**config.mk**
```make
export PLATFORM = sky130hd
export DESIGN_NAME = mem_stage_bus_ctrl_flat
export DESIGN_NICKNAME = d
export VERILOG_FILES = /design/src/rtl/mem_stage_bus_ctrl_if.sv /design/src/rtl/mem_stage_bus_ctrl.sv /design/src/flat_wrapper.sv
export SDC_FILE = /design/constraint.sdc
export NUM_CORES = 1
export LEC_CHECK = 0
export ABC_AREA = 1
export CORE_MARGIN = 1.5
export CORE_UTILIZATION = 30
export CTS_CLUSTER_SIZE = 12
export DETAILED_ROUTE_END_ITERATION = 10
export GPL_TIMING_DRIVEN = 0
export SETUP_SLACK_MARGIN = 0.5
export SLEW_MARGIN = 40
export SYNTH_ARGS = -nofsm -noshare
export SYNTH_HDL_FRONTEND = slang
export SYNTH_SLANG_ARGS = --single-unit
```
**constraint.sdc**
```tcl
create_clock -name clk -period 6.85 [get_ports clk]
set_clock_uncertainty 0.05 [all_clocks]
set_input_delay 2.055 -clock clk [delete_from_list [all_inputs] [get_ports clk]]
set_output_delay 2.055 -clock clk [all_outputs]
set_load 0.005 [all_outputs]
```
**src/rtl/mem_stage_bus_ctrl_if.sv**
```systemverilog
// Data-memory bus between the M-stage controller (master) and the memory (slave).
// A request stays up until the slave returns a one-cycle bus_ready strobe.
interface mem_stage_bus_ctrl_if #(
  parameter int DATA_BITS = 32
);
  logic                 bus_req;
  logic                 bus_we;
  logic [DATA_BITS-1:0] bus_addr;
  logic [DATA_BITS-1:0] bus_wdata;
  logic                 bus_ready;
  logic [DATA_BITS-1:0] bus_rdata;

  modport master (
    output bus_req, bus_we, bus_addr, bus_wdata,
    input  bus_ready, bus_rdata
  );

  modport slave (
    input  bus_req, bus_we, bus_addr, bus_wdata,
    output bus_ready, bus_rdata
  );
endinterface

```
**src/rtl/mem_stage_bus_ctrl.sv**
```systemverilog
// Memory-stage bus master: stalls EX/MEM while a load/store runs on the data bus.
// Optional MISALIGN_TRAP_EN: misaligned accesses skip the bus and pulse misalign_m.
module mem_stage_bus_ctrl #(
  parameter int DATA_BITS      = 32,
  parameter int TIMEOUT_CYCLES = 255
) (
  input  logic                 clk,
  input  logic                 clr,
  input  logic                 mem_write_m,
  input  logic                 mem_to_reg_m,
  input  logic [DATA_BITS-1:0] alu_out_m,
  input  logic [DATA_BITS-1:0] write_data_m,
  output logic                 stall_m,
  output logic [DATA_BITS-1:0] read_data_m,
  output logic                 bus_timeout,
  output logic                 misalign_m,
  output logic [1:0]           dbg_state,
  mem_stage_bus_ctrl_if.master bus
);

  typedef enum logic [1:0] {
    ST_IDLE = 2'd0,
    ST_BUSY = 2'd1,
    ST_DONE = 2'd2
  } state_t;

  localparam logic [7:0] CNT_LAST = 8'(TIMEOUT_CYCLES - 1);

  state_t               state_q, state_d;
  logic                 req_q, req_d;
  logic                 we_q, we_d;
  logic [DATA_BITS-1:0] addr_q, addr_d;
  logic [DATA_BITS-1:0] wdata_q, wdata_d;
  logic [DATA_BITS-1:0] rdata_q, rdata_d;
  logic                 timeout_q, timeout_d;
  logic                 misalign_q, misalign_d;
  logic [7:0]           cnt_q, cnt_d;
  logic                 access;
  logic                 misaligned;

  assign access = mem_write_m | mem_to_reg_m;

`ifdef MISALIGN_TRAP_EN
  assign misaligned = |alu_out_m[1:0];
`else
  assign misaligned = 1'b0;
`endif

  always_comb begin
    state_d    = state_q;
    req_d      = req_q;
    we_d       = we_q;
    addr_d     = addr_q;
    wdata_d    = wdata_q;
    rdata_d    = rdata_q;
    timeout_d  = timeout_q;
    misalign_d = 1'b0;
    cnt_d      = cnt_q;
    stall_m    = 1'b0;
    case (state_q)
      ST_IDLE: begin
        stall_m = access;
        if (access && misaligned) begin
          misalign_d = 1'b1;
          state_d    = ST_DONE;
        end else if (access) begin
          addr_d  = alu_out_m;
          wdata_d = write_data_m;
          we_d    = mem_write_m;
          req_d   = 1'b1;
          cnt_d   = 8'd0;
          state_d = ST_BUSY;
        end
      end
      ST_BUSY: begin
        stall_m = 1'b1;
        // Completion takes priority over a timeout landing on the same cycle.
        if (bus.bus_ready) begin
          if (!we_q) rdata_d = bus.bus_rdata;
          req_d   = 1'b0;
          state_d = ST_DONE;
        end else if (cnt_q == CNT_LAST) begin
          timeout_d = 1'b1;
          if (!we_q) rdata_d = '0;
          req_d   = 1'b0;
          state_d = ST_DONE;
        end else begin
          cnt_d = cnt_q + 8'd1;
        end
      end
      ST_DONE: begin
        // One non-stalled cycle lets EX/MEM advance so the access is not re-issued.
        state_d = ST_IDLE;
      end
      default: state_d = ST_IDLE;
    endcase
  end

  always_ff @(posedge clk or posedge clr) begin
    if (clr) begin
      state_q    <= ST_IDLE;
      req_q      <= 1'b0;
      we_q       <= 1'b0;
      addr_q     <= '0;
      wdata_q    <= '0;
      rdata_q    <= '0;
      timeout_q  <= 1'b0;
      misalign_q <= 1'b0;
      cnt_q      <= 8'd0;
    end else begin
      state_q    <= state_d;
      req_q      <= req_d;
      we_q       <= we_d;
      addr_q     <= addr_d;
      wdata_q    <= wdata_d;
      rdata_q    <= rdata_d;
      timeout_q  <= timeout_d;
      misalign_q <= misalign_d;
      cnt_q      <= cnt_d;
    end
  end

  assign bus.bus_req   = req_q;
  assign bus.bus_we    = we_q;
  assign bus.bus_addr  = addr_q;
  assign bus.bus_wdata = wdata_q;
  assign read_data_m   = rdata_q;
  assign bus_timeout   = timeout_q;
  assign misalign_m    = misalign_q;
  assign dbg_state     = state_q;

endmodule

```
**src/flat_wrapper.sv**
```systemverilog
// flat-port wrapper written by rule: the top's interface ports become plain ports
module mem_stage_bus_ctrl_flat 
#(
  parameter int DATA_BITS      = 32,
  parameter int TIMEOUT_CYCLES = 255
)
  (clk, clr, mem_write_m, mem_to_reg_m, alu_out_m, write_data_m, stall_m, read_data_m, bus_timeout, misalign_m, dbg_state, bus_bus_req, bus_bus_we, bus_bus_addr, bus_bus_wdata, bus_bus_ready, bus_bus_rdata);
  mem_stage_bus_ctrl_if #(.DATA_BITS(DATA_BITS)) bus_i ();
  input  logic clk;
  input  logic clr;
  input  logic mem_write_m;
  input  logic mem_to_reg_m;
  input  logic [DATA_BITS-1:0] alu_out_m;
  input  logic [DATA_BITS-1:0] write_data_m;
  output logic stall_m;
  output logic [DATA_BITS-1:0] read_data_m;
  output logic bus_timeout;
  output logic misalign_m;
  output logic [1:0] dbg_state;
  output wire logic [$bits(bus_i.bus_req)-1:0] bus_bus_req;
  output wire logic [$bits(bus_i.bus_we)-1:0] bus_bus_we;
  output wire logic [$bits(bus_i.bus_addr)-1:0] bus_bus_addr;
  output wire logic [$bits(bus_i.bus_wdata)-1:0] bus_bus_wdata;
  input wire logic [$bits(bus_i.bus_ready)-1:0] bus_bus_ready;
  input wire logic [$bits(bus_i.bus_rdata)-1:0] bus_bus_rdata;
  assign bus_bus_req = bus_i.bus_req;
  assign bus_bus_we = bus_i.bus_we;
  assign bus_bus_addr = bus_i.bus_addr;
  assign bus_bus_wdata = bus_i.bus_wdata;
  assign bus_i.bus_ready = bus_bus_ready;
  assign bus_i.bus_rdata = bus_bus_rdata;
  mem_stage_bus_ctrl #(.DATA_BITS(DATA_BITS), .TIMEOUT_CYCLES(TIMEOUT_CYCLES)) u_core (.clk(clk), .clr(clr), .mem_write_m(mem_write_m), .mem_to_reg_m(mem_to_reg_m), .alu_out_m(alu_out_m), .write_data_m(write_data_m), .stall_m(stall_m), .read_data_m(read_data_m), .bus_timeout(bus_timeout), .misalign_m(misalign_m), .dbg_state(dbg_state), .bus(bus_i));
endmodule
```
# Yosys cells after proc, flatten, opt, wreduce, memory -nomap -nowiden
# Cells that the tools add are included.
[totals]
romBits = 0
register_bits = 109
latchBits = 0
wordCells = 44
mem_bits_rw = 0
input_bits = 101
n_memories = 0
output_inout_bits = 103
[op_classes]
mux = 17
order_cmp = 0
bitwise = 3
eq_ne = 6
n_mul = 0
n_reduce_logical = 9
div_mod_pow = 0
n_shift = 0
n_addsub = 1
[ops]
columns = ["operator", "n"]
rows = [
  ["32-bit two-way mux", 4],
  ["8-bit two-way mux", 3],
  ["8-bit one-hot mux with 2 select lines", 1],
  ["3-bit AND reduction", 3],
  ["8-bit by 1-bit adder with 8-bit output, second input constant", 1],
  ["8-bit == test, second input constant", 1],
  ["2-bit two-way mux", 3],
  ["2-bit != test, second input constant", 2],
  ["1-bit one-hot mux with 2 select lines", 2],
  ["2-bit one-hot mux with 2 select lines", 1],
  ["2-bit AND reduction", 2],
  ["4-bit AND reduction", 1],
  ["2-bit nonzero test", 2],
  ["1-bit two-way mux", 3],
  ["3-bit by 2-bit != test with 1-bit output, second input constant", 1],
  ["2-bit by 1-bit == test with 1-bit output, second input constant", 1],
  ["2-bit zero test", 1],
  ["2-bit by 1-bit != test with 1-bit output, second input constant", 1],
  ["1-bit NOT", 2],
  ["1-bit OR", 1],
]

# Logic depth before layout (Yosys ltp)
# Gate-level depths: netlist of run 1.
[logic_depth]
word_depth = 4
depth_mapped = 10
ltp_nobuf = 10

# Least setup slack after synthesis of run 1
# Ideal clock, no wire load.
[synth_timing]
path_type = "input -> output"
start = "input port mem_write_m"
end = "output port stall_m"
path_buffers = 1
cell_stages = 5
slack_ns = 2.219
t_required_ns = 4.745
arrival_time_ns = 2.526
path_cell_list = "inv_1 > nand2_1 > nand2_1 > buf_2 > nand2_1"
[synth_between]
elab_chain_len = 2
[synth_rtl]
columns = ["item", "line_no", "text"]
rows = [
  ["start, declared", "flat_wrapper.sv:11", "input logic mem_write_m;"],
  ["1-bit OR", "mem_stage_bus_ctrl.sv:41", "assign access = mem_write_m | mem_to_reg_m;"],
  ["1-bit one-hot mux with 2 select lines", "mem_stage_bus_ctrl.sv:60", "case (state_q)"],
  ["end, declared", "flat_wrapper.sv:15", "output logic stall_m;"],
]
# No other way between the ends.

# Worst setup path after layout of run 1
# Same ends and word-level chain as after synthesis.

==> flow_metrics.py, run 1 <==
metrics = {
    "run_status": {
        "status": "completed",
    },
    "logic_synthesis": {
        "seq_area_frac_synth_pct": 58.95,
        "yosysTopAreaCell": "dfrtp_1",
        "synth_top_area_share_pct": 58.95,
        "synth.lib_cells_used.distinct": 22,
        "syn_inst": 541,
        "yosysWarnings": 0,
        "synth_area_um2": 4627,
        "synthTopCellsByArea": "dfrtp_1 (59%), nand2_1 (26%), nand3b_1 (5.2%)",
        "ys_seq_elements": 109,
        "synth.net_count": 644,
        "avgSynthCellArea_um2": 8.553,
    },
    "sta": {
        "hold_viol_final": 0,
        "period_needed_ns": 5.681,
        "setup_violations": 0,
        "fin_ws_ns": 1.169,
        "finalSetupTns_ns": 0,
        "fin_crit_sh_pct": 82.93,
        "rsz0062_at_grt": "no",
        "fmax_mhz": 176.0,
        "finalMaxSlewViolations": 0,
    },
    "die": {
        "coreArea_um2": 15150,
        "die_area_um2": 16180,
        "ios": 204,
        "initial_core_util_pct": 30.55,
        "die_w_um": 127.2,
        "num_rows": 45,
        "die_h_um": 127.2,
    },
    "setup_path": {
        "cp_data_required_time_ns": 4.74,
        "slowest_delay_ns": 0.51,
        "cp-end-kind": "output pin",
        "crit_chain": "clkdlybuf4s50_1, inv_1, nand2_1, nand2_1, buf_2, nand2_1, clkdlybuf4s50_1",
        "crit_top_cell": "nand2_1",
        "cp-start-kind": "input pin",
        "cp_max_fo": 10,
        "worstPathArrival_ns": 3.58,
        "path_class": "input pin to output pin",
        "crit_slowest_cell": "clkdlybuf4s50_1",
    },
    "clocking": {
        "cts_resized": 0,
        "clock_latency_ns": 0.34,
        "clockBufferDepth": 2,
        "cts_tree": "yes",
        "cts_root_buf": "clkbuf_16",
        "cts_buffers": 9,
        "cts_sinks": 109,
        "cts_hold_buf": 0,
        "clk_pin_slew_ns": 0.07,
        "htree_num_levels": 3,
        "postCtsSetupBuffers": 0,
    },
    "global_route": {
        "grt_pass1_wl_um": 20710,
        "overflow": 0,
        "grt_use_total_pct": 16.13,
        "grt_max_degree": 61,
        "grt_pass1_vias": 4208,
        "antenna_found_initial": 0,
    },
    "drt": {
        "highest_layer": "met4",
        "drc_errors": 0,
        "first_pass_iters": 5,
        "routed_wl_um": 12670,
        "route.met2.wl_um": 5607,
        "num_vias": 4140,
        "viasPerCell": 4.372,
        "wl_met3_um": 1065,
        "drt-met1-wl_um": 5761,
        "first_iter_violations": 182,
        "wl_per_cell_um": 13.38,
        "ant_nets": 0,
    },
    "placed_design": {
        "portBuffers": 201,
        "placedCellCount": 931,
        "dpl_cell_area_um2": 6909,
        "place_hpwl_um": 9354,
        "globalplace.congestion": 0.8001,
        "pre_cts_ws_ns": 1.146,
    },
    "worst_hold_path": {
        "hold_class": "register to register",
    },
    "final_layout": {
        "diodes": 0,
        "final_util_pct": 47.55,
        "fin_area_um2": 7202,
        "layout-drive-gt1-share_pct": 5.797,
        "area_growth_pct": 55.65,
        "final_cells": 947,
        "fin_nets": 857,
    },
    "flow_run": {
        "max-cap-violations": 0,
    },
    "pwr": {
        "power.leakage_uw": 0.003540,
        "clkPwrFrac_pct": 18.5,
        "irDropWorstVdd_uv": 168.5,
        "power_density_nw_per_um2": 389.6,
        "swShare_pct": 33.26,
        "pwr-share-seq_pct": 37.8,
        "internal_power_uw": 1873,
        "combPwrFrac_pct": 43.7,
        "p_switching_uw": 933.3,
    },
}
==> cell usage in the layout, fill, tap and decap left out, drive strengths merged <==
master,synthesis,routed
dfrtp,109,109
o21bai,1,1
nand3b,32,32
nor2,8,8
clkbuf,10,21
nand3,10,10
bufinv,0,1
nand2,322,322
xor2,4,4
nor3,2,2
buf,19,20
inv,16,16
ha,2,2
conb,1,1
clkinv,0,4
clkdlybuf4s50,0,201
o21ai,5,5
==> area by class of cell <==
| cell class | instances | area (µm²) |
|---|---|---|
| fill | 1476 | 7944 |
| sequential | 109 | 2728 |
| timing repair buffer | 202 | 2039 |
| multi-input combinational | 387 | 1670 |
| clock buffer | 11 | 242.7 |
| tap | 188 | 235.2 |
| buffer | 29 | 168.9 |
| inverter | 16 | 67.56 |
| clock inverter | 5 | 50.05 |
==> cells by family after synthesis <==
logic type	after synthesis	synth area share, %
compound gates	6	0.7031
other cells	1	0.08105
flops	109	58.95
xor+xnor	4	0.7571
simple gates	374	34.02
fa+ha+maj	2	0.5407
buf+inv	45	4.948
==> state kept, by name, summed over array words and instances, names as in the netlist <==
| register | flops |
|---|---|
| u_core.bus.bus_we | 1 |
| u_core.cnt_q | 8 |
| u_core.bus.bus_req | 1 |
| u_core.bus_timeout | 1 |
| u_core.read_data_m | 32 |
| u_core.bus.bus_wdata | 32 |
| u_core.bus.bus_addr | 32 |
| u_core.dbg_state | 2 |
==> cell usage after synthesis, drive strengths merged <==
cell	instances
clkbuf	10
inv	16
o21bai	1
ha	2
nand3b	32
xor2	4
nor2	8
conb	1
nand3	10
o21ai	5
nand2	322
buf	19
nor3	2
dfrtp	109
==> metrics by stage <==
step | hold WS (ns) | total power [µW]
final | 0.4198 | 2806
after global routing | 0.4474 | 3029
after CTS | 0.4283 | 2854
after global placement | 0.4031 | 2292
after detailed placement | 0.4118 | 2312
after floorplan | 0.4137 | 1554
==> power by group through the flow <==
stage | Combinational (µW) | Clock (µW) | Sequential (µW)
floorplan | 475 | 0 | 1080
global placement | 1230 | 0 | 1060
detailed placement | 1250 | 0 | 1070
CTS | 1250 | 541 | 1060
global route | 1370 | 564 | 1100
finish | 1230 | 520 | 1060
==> final timing paths <==
| path | start | endpoint | slack [ns] | depth (start not counted) |
|---|---|---|---|---|
| setup / recovery | mem_write_m | stall_m | 1.17 | 7 |
| hold / removal | u_core.bus.bus_req | u_core.bus.bus_req | 0.42 | 2 |
| setup reg to reg | u_core.cnt_q[0] | u_core.read_data_m[7] | 5.16 | 10 |
| hold reg to reg | u_core.bus.bus_req | u_core.bus.bus_req | 0.42 | 2 |
| max in group asynchronous | clr | u_core.bus.bus_wdata[16] | 4.09 | 3 |
| min in group asynchronous | clr | u_core.read_data_m[18] | 2.08 | 2 |
==> worst max-delay path: cells and delay by family <==
kind          cells  cell delay, ns
buf+inv           4            1.24
simple gates      3            0.28
==> routing by layer <==
metal | vias up | global-route usage [%]
met5 | - | 0
met4 | 0 | 6.217
met3 | 16 | 5.318
met2 | 163 | 25.67
met1 | 1883 | 20.42
li1 | 2078 | -
No activity file was read; power rests on OpenSTA's default activity.
==> run 2: changes to the inputs <==
clock period = 5.4 ns   (was 6.85 ns; I/O delays follow)
==> run 2 against run 1 <==
  * Core utilization about the same
  * First-iteration DRC count unchanged
  * Hold slack unchanged
  * Sequential power up 27%
  * Worst setup slack worse by 0.56 ns
  * Routed wire length about the same
  * Critical path depth unchanged
  * Sequential cell count unchanged
  * Combinational power up 27%
  * Highest routed layer unchanged
==> flow_metrics.py, run 2 (synthesized netlist as in run 1, its figures left out) <==
metrics = {
    "clocking": {
        "htree_num_levels": 3,
        "cts_tree": "yes",
        "clockBufferDepth": 2,
        "clk_pin_slew_ns": 0.07,
        "cts_sinks": 109,
        "cts_buffers": 9,
        "cts_root_buf": "clkbuf_16",
        "clock_latency_ns": 0.34,
    },
    "pwr": {
        "power.leakage_uw": 0.003542,
        "swShare_pct": 33.26,
        "internal_power_uw": 2377,
        "pwr-share-seq_pct": 37.8,
        "irDropWorstVdd_uv": 213.8,
        "p_switching_uw": 1185,
        "combPwrFrac_pct": 43.7,
        "clkPwrFrac_pct": 18.5,
        "power_density_nw_per_um2": 494.5,
    },
    "global_route": {
        "grt_pass1_vias": 4208,
        "overflow": 0,
        "grt_use_total_pct": 16.13,
        "antenna_found_initial": 0,
        "grt_max_degree": 61,
        "grt_pass1_wl_um": 20710,
    },
    "placed_design": {
        "placedCellCount": 931,
        "globalplace.congestion": 0.8001,
        "portBuffers": 201,
        "place_hpwl_um": 9354,
    },
    "drt": {
        "num_vias": 4143,
        "first_iter_violations": 182,
        "first_pass_iters": 5,
        "ant_nets": 0,
        "viasPerCell": 4.375,
        "wl_per_cell_um": 13.40,
        "drc_errors": 0,
        "routed_wl_um": 12690,
    },
    "setup_path": {
        "worstPathArrival_ns": 3.12,
        "path_class": "input pin to output pin",
        "cp-start-kind": "input pin",
        "cp-end-kind": "output pin",
        "rrSetupSlack_ns": 3.71,
        "cp_data_required_time_ns": 3.73,
        "cp_max_fo": 10,
    },
    "flow_run": {
        "max-cap-violations": 0,
    },
    "sta": {
        "finalSetupTns_ns": 0,
        "setup_violations": 0,
        "hold_viol_final": 0,
        "period_needed_ns": 4.786,
        "rsz0062_at_grt": "no",
        "finalMaxSlewViolations": 0,
        "fmax_mhz": 208.9,
        "fin_crit_sh_pct": 88.64,
    },
    "die": {
        "die_h_um": 127.2,
        "coreArea_um2": 15150,
        "ios": 204,
        "num_rows": 45,
        "die_area_um2": 16180,
        "die_w_um": 127.2,
        "initial_core_util_pct": 30.55,
    },
    "final_layout": {
        "area_growth_pct": 55.71,
        "fin_nets": 857,
        "diodes": 0,
        "mostFrequentLayoutCells": "nand2_1 (318), clkdlybuf4s50_1 (201), dfrtp_1 (109)",
        "fill_cells": 1475,
        "multiInputGateArea_um2": 1670,
        "final_cells": 947,
        "regArea_um2": 2728,
        "layout-drive-gt1-share_pct": 5.797,
        "final_common_cell": "nand2_1",
    },
    "run_status": {
        "status": "completed",
    },
    "worst_hold_path": {
        "hold_class": "register to register",
    },
}
run 2: cell types whose count changed in the layout (fill, tap and decap cells not counted):
cell / previous run / this run
buf_2: 12 / 11
buf_4: 2 / 3
run 2: worst paths after layout:
check | cells after the start | from | end
min in group asynchronous | 2 | clr | u_core.read_data_m[18]
worst max register to register | 10 | u_core.cnt_q[0] | u_core.read_data_m[7]
worst max-delay path | 7 | mem_write_m | stall_m
max in group asynchronous | 3 | clr | u_core.bus.bus_wdata[16]
worst min-delay path | 2 | u_core.bus.bus_req | u_core.bus.bus_req
worst min register to register | 2 | u_core.bus.bus_req | u_core.bus.bus_req
run 2: cell type report:
cell class                 instances  share of cell area, %
sequential                       109                  37.86
multi-input combinational        387                  23.19
timing repair buffer             202                  28.31
buffer                            29                  2.379
tap                              188                  3.265
inverter                          16                 0.9378
clock inverter                     5                 0.6947
clock buffer                      11                  3.369
run 2: critical path, cell delays in order:
cell and delay, ns:
clkdlybuf4s50_1 0.46, inv_1 0.05, nand2_1 0.06, nand2_1 0.12
buf_4 0.21, nand2_1 0.08, clkdlybuf4s50_1 0.51
run 2: per-stage QoR:
| stage | power (µW) | cell area [µm²] | setup WS [ns] | hold slack [ns] | util [%] |
|---|---|---|---|---|---|
| finish | 3562 | 7204 | 0.6135 | 0.4198 | 47.57 |
| floorplan | 1972 | 4627 | 0.8561 | 0.4137 | - |
| detailed placement | 2933 | 6909 | 0.5662 | 0.4118 | 45.62 |
| global route | 3844 | 7204 | 0.5245 | 0.4474 | 47.57 |
| CTS | 3621 | 7202 | 0.5572 | 0.4283 | 47.55 |
| global placement | 2908 | 6874 | -0.8768 | 0.4031 | 45.39 |
run 2: metal layers:
metal | track usage, % | wire (µm) | up-vias
met5 | 0 | 0 | -
met4 | 6.217 | 240 | 0
met3 | 5.318 | 1074 | 16
met2 | 25.67 | 5594 | 165
met1 | 20.42 | 5777 | 1883
li1 | - | - | 2079
run 2: power groups by stage:
stage          clock network [µW]  registers, µW  logic (µW)
2_1_floorplan                   0           1370         602
3_3_place_gp                    0           1340        1560
3_5_place_dp                    0           1350        1580
4_1_cts                       687           1350        1590
5_1_grt                       715           1390        1740
6_report                      659           1350        1560
run 2: timing repair:
item / 4_1_cts / 5_1_grt
hold buffers: 0 / 0
buffers inserted: 0 / 0
gates resized for setup: 0 / 2
endpoints found under the setup margin: 0 / 1
hold endpoints to repair: 0 / 0
==> run 3: changes to the inputs <==
CORE_MARGIN = 2   (was 1.5)
PLACE_DENSITY_LB_ADDON = 0.1   (was not set)
==> run 3 against run 2 <==
  * Sequential cell count unchanged
  * Clock-buffer cell count unchanged
  * Global-route usage up 0.061 points
  * Largest cell class unchanged
==> flow_metrics.py, run 3 (synthesized netlist as in run 1, its figures left out) <==
metrics = {
    "setup_path": {
        "worstPathArrival_ns": 3.08,
        "crit_slowest_cell": "clkdlybuf4s50_1",
        "path_class": "input pin to output pin",
        "cp_top_family": "buffers and inverters",
        "cp-end-kind": "output pin",
        "slowest_delay_ns": 0.52,
        "worstSetupPathDepth": 7,
        "crit_chain": "clkdlybuf4s50_1, inv_1, nand2_1, nand2_2, buf_6, nand2_1, clkdlybuf4s50_1",
        "cp_max_fo": 10,
        "cp-start-kind": "input pin",
        "crit_buf_inv": 4,
        "r2r.worst_path.cells": 10,
        "cp_data_required_time_ns": 3.73,
    },
    "clocking": {
        "clock_latency_ns": 0.35,
        "cts_sinks": 109,
        "cts_buffers": 9,
        "clockBufferDepth": 2,
        "cts_hold_buf": 0,
        "cts_root_buf": "clkbuf_16",
        "htree_num_levels": 3,
        "cts_tree": "yes",
        "clk_pin_slew_ns": 0.07,
    },
    "final_layout": {
        "fin_nets": 857,
        "fill_cells": 1436,
        "area_growth_pct": 56.54,
        "diodes": 0,
        "final_util_pct": 47.82,
        "regArea_um2": 2728,
        "final_common_cell": "nand2_1",
        "layout-drive-gt1-share_pct": 5.929,
        "multiInputGateArea_um2": 1673,
        "mostFrequentLayoutCells": "nand2_1 (317), clkdlybuf4s50_1 (201), dfrtp_1 (109)",
        "fin_area_um2": 7243,
    },
    "global_route": {
        "grt_pass1_vias": 4194,
        "antenna_found_initial": 0,
        "grt_use_total_pct": 16.19,
        "grt_max_degree": 58,
        "overflow": 0,
        "grt_pass1_wl_um": 21090,
    },
    "drt": {
        "highest_layer": "met4",
        "ant_nets": 0,
        "route.met2.wl_um": 5692,
        "first_iter_violations": 194,
        "num_vias": 4165,
        "first_pass_iters": 4,
        "drc_errors": 0,
        "wl_met3_um": 1467,
        "wl_per_cell_um": 13.73,
        "drt-met1-wl_um": 5717,
        "viasPerCell": 4.398,
        "routed_wl_um": 13000,
    },
    "sta": {
        "fmax_mhz": 210.6,
        "fin_crit_sh_pct": 87.95,
        "period_needed_ns": 4.749,
        "setup_violations": 0,
        "finalMaxSlewViolations": 0,
        "finalSetupTns_ns": 0,
        "rsz0062_at_grt": "no",
        "hold_viol_final": 0,
    },
    "pwr": {
        "power.leakage_uw": 0.003554,
        "irDropWorstVdd_uv": 235.3,
        "power_density_nw_per_um2": 502.3,
    },
    "die": {
        "num_rows": 45,
        "die_h_um": 128.2,
        "coreArea_um2": 15150,
        "die_w_um": 128.2,
        "ios": 204,
        "initial_core_util_pct": 30.55,
        "die_area_um2": 16430,
    },
    "flow_run": {
        "max-cap-violations": 0,
    },
    "placed_design": {
        "globalplace.congestion": 0.7967,
        "portBuffers": 201,
        "dpl_cell_area_um2": 6909,
        "place_hpwl_um": 9506,
    },
    "worst_hold_path": {
        "hold_class": "register to register",
        "hold_path_depth": 2,
    },
    "run_status": {
        "status": "completed",
    },
}
[run 3: changes by cell type in the layout (fill, tap and decap cells not counted)]
cell and change:
nand2_1 -1, clkinv_4 +1, clkinv_2 -3, buf_4 -1, buf_6 +1, nand2_2 +1
inv_6 +1, bufinv_16 +1
[run 3: repair_timing]
action / in CTS / in global routing
resized for setup: 0 / 4
setup endpoints to repair: 0 / 1
buffers inserted: 0 / 0
[run 3: power by group]
group / switching (µW) / internal, µW
logic: 709 / 857
clock network: 303 / 421
registers: 194 / 1150
[run 3: worst paths after layout]
path | startpoint | end | slack (ns)
min reg2reg | u_core.read_data_m[4] | u_core.read_data_m[4] | 0.42
min in group asynchronous | clr | u_core.read_data_m[0] | 1.66
max in group asynchronous | clr | u_core.bus.bus_wdata[30] | 3.03
max reg2reg | u_core.cnt_q[0] | u_core.read_data_m[8] | 3.69
min | u_core.read_data_m[4] | u_core.read_data_m[4] | 0.42
max | mem_write_m | stall_m | 0.65
[run 3: routing by layer]
layer	GRT usage, %	up-vias
met5	0	-
met4	3.943	0
met3	7.972	11
met2	24.78	168
met1	20.55	1915
li1	-	2071
[run 3: area by class of cell]
type	count	share of cell area (%)
plain buffers	29	2.418
well taps	188	3.248
multi-input cells	387	23.10
flip-flops and latches	109	37.66
inverters	16	0.9328
clock buffers	11	3.351
repair buffers	202	28.16
clock inverters	5	1.140
[run 3: tightest hold or removal path: stages (launching register included)]
cell	delay [ns]
dfrtp_1	0.34
nand2_1	0.05
nand2_1	0.04
[run 3: per-stage QoR]
step	total power [µW]	hold WS (ns)	worst slack [ns]	cells
after floorplan	1972	0.4137	0.8561	541
after global placement	2916	0.4048	-0.9211	930
after detailed placement	2940	0.4093	0.5184	931
after CTS	3695	0.4252	0.5003	947
after global routing	3933	0.4511	0.5533	947
final	3638	0.4214	0.6507	947
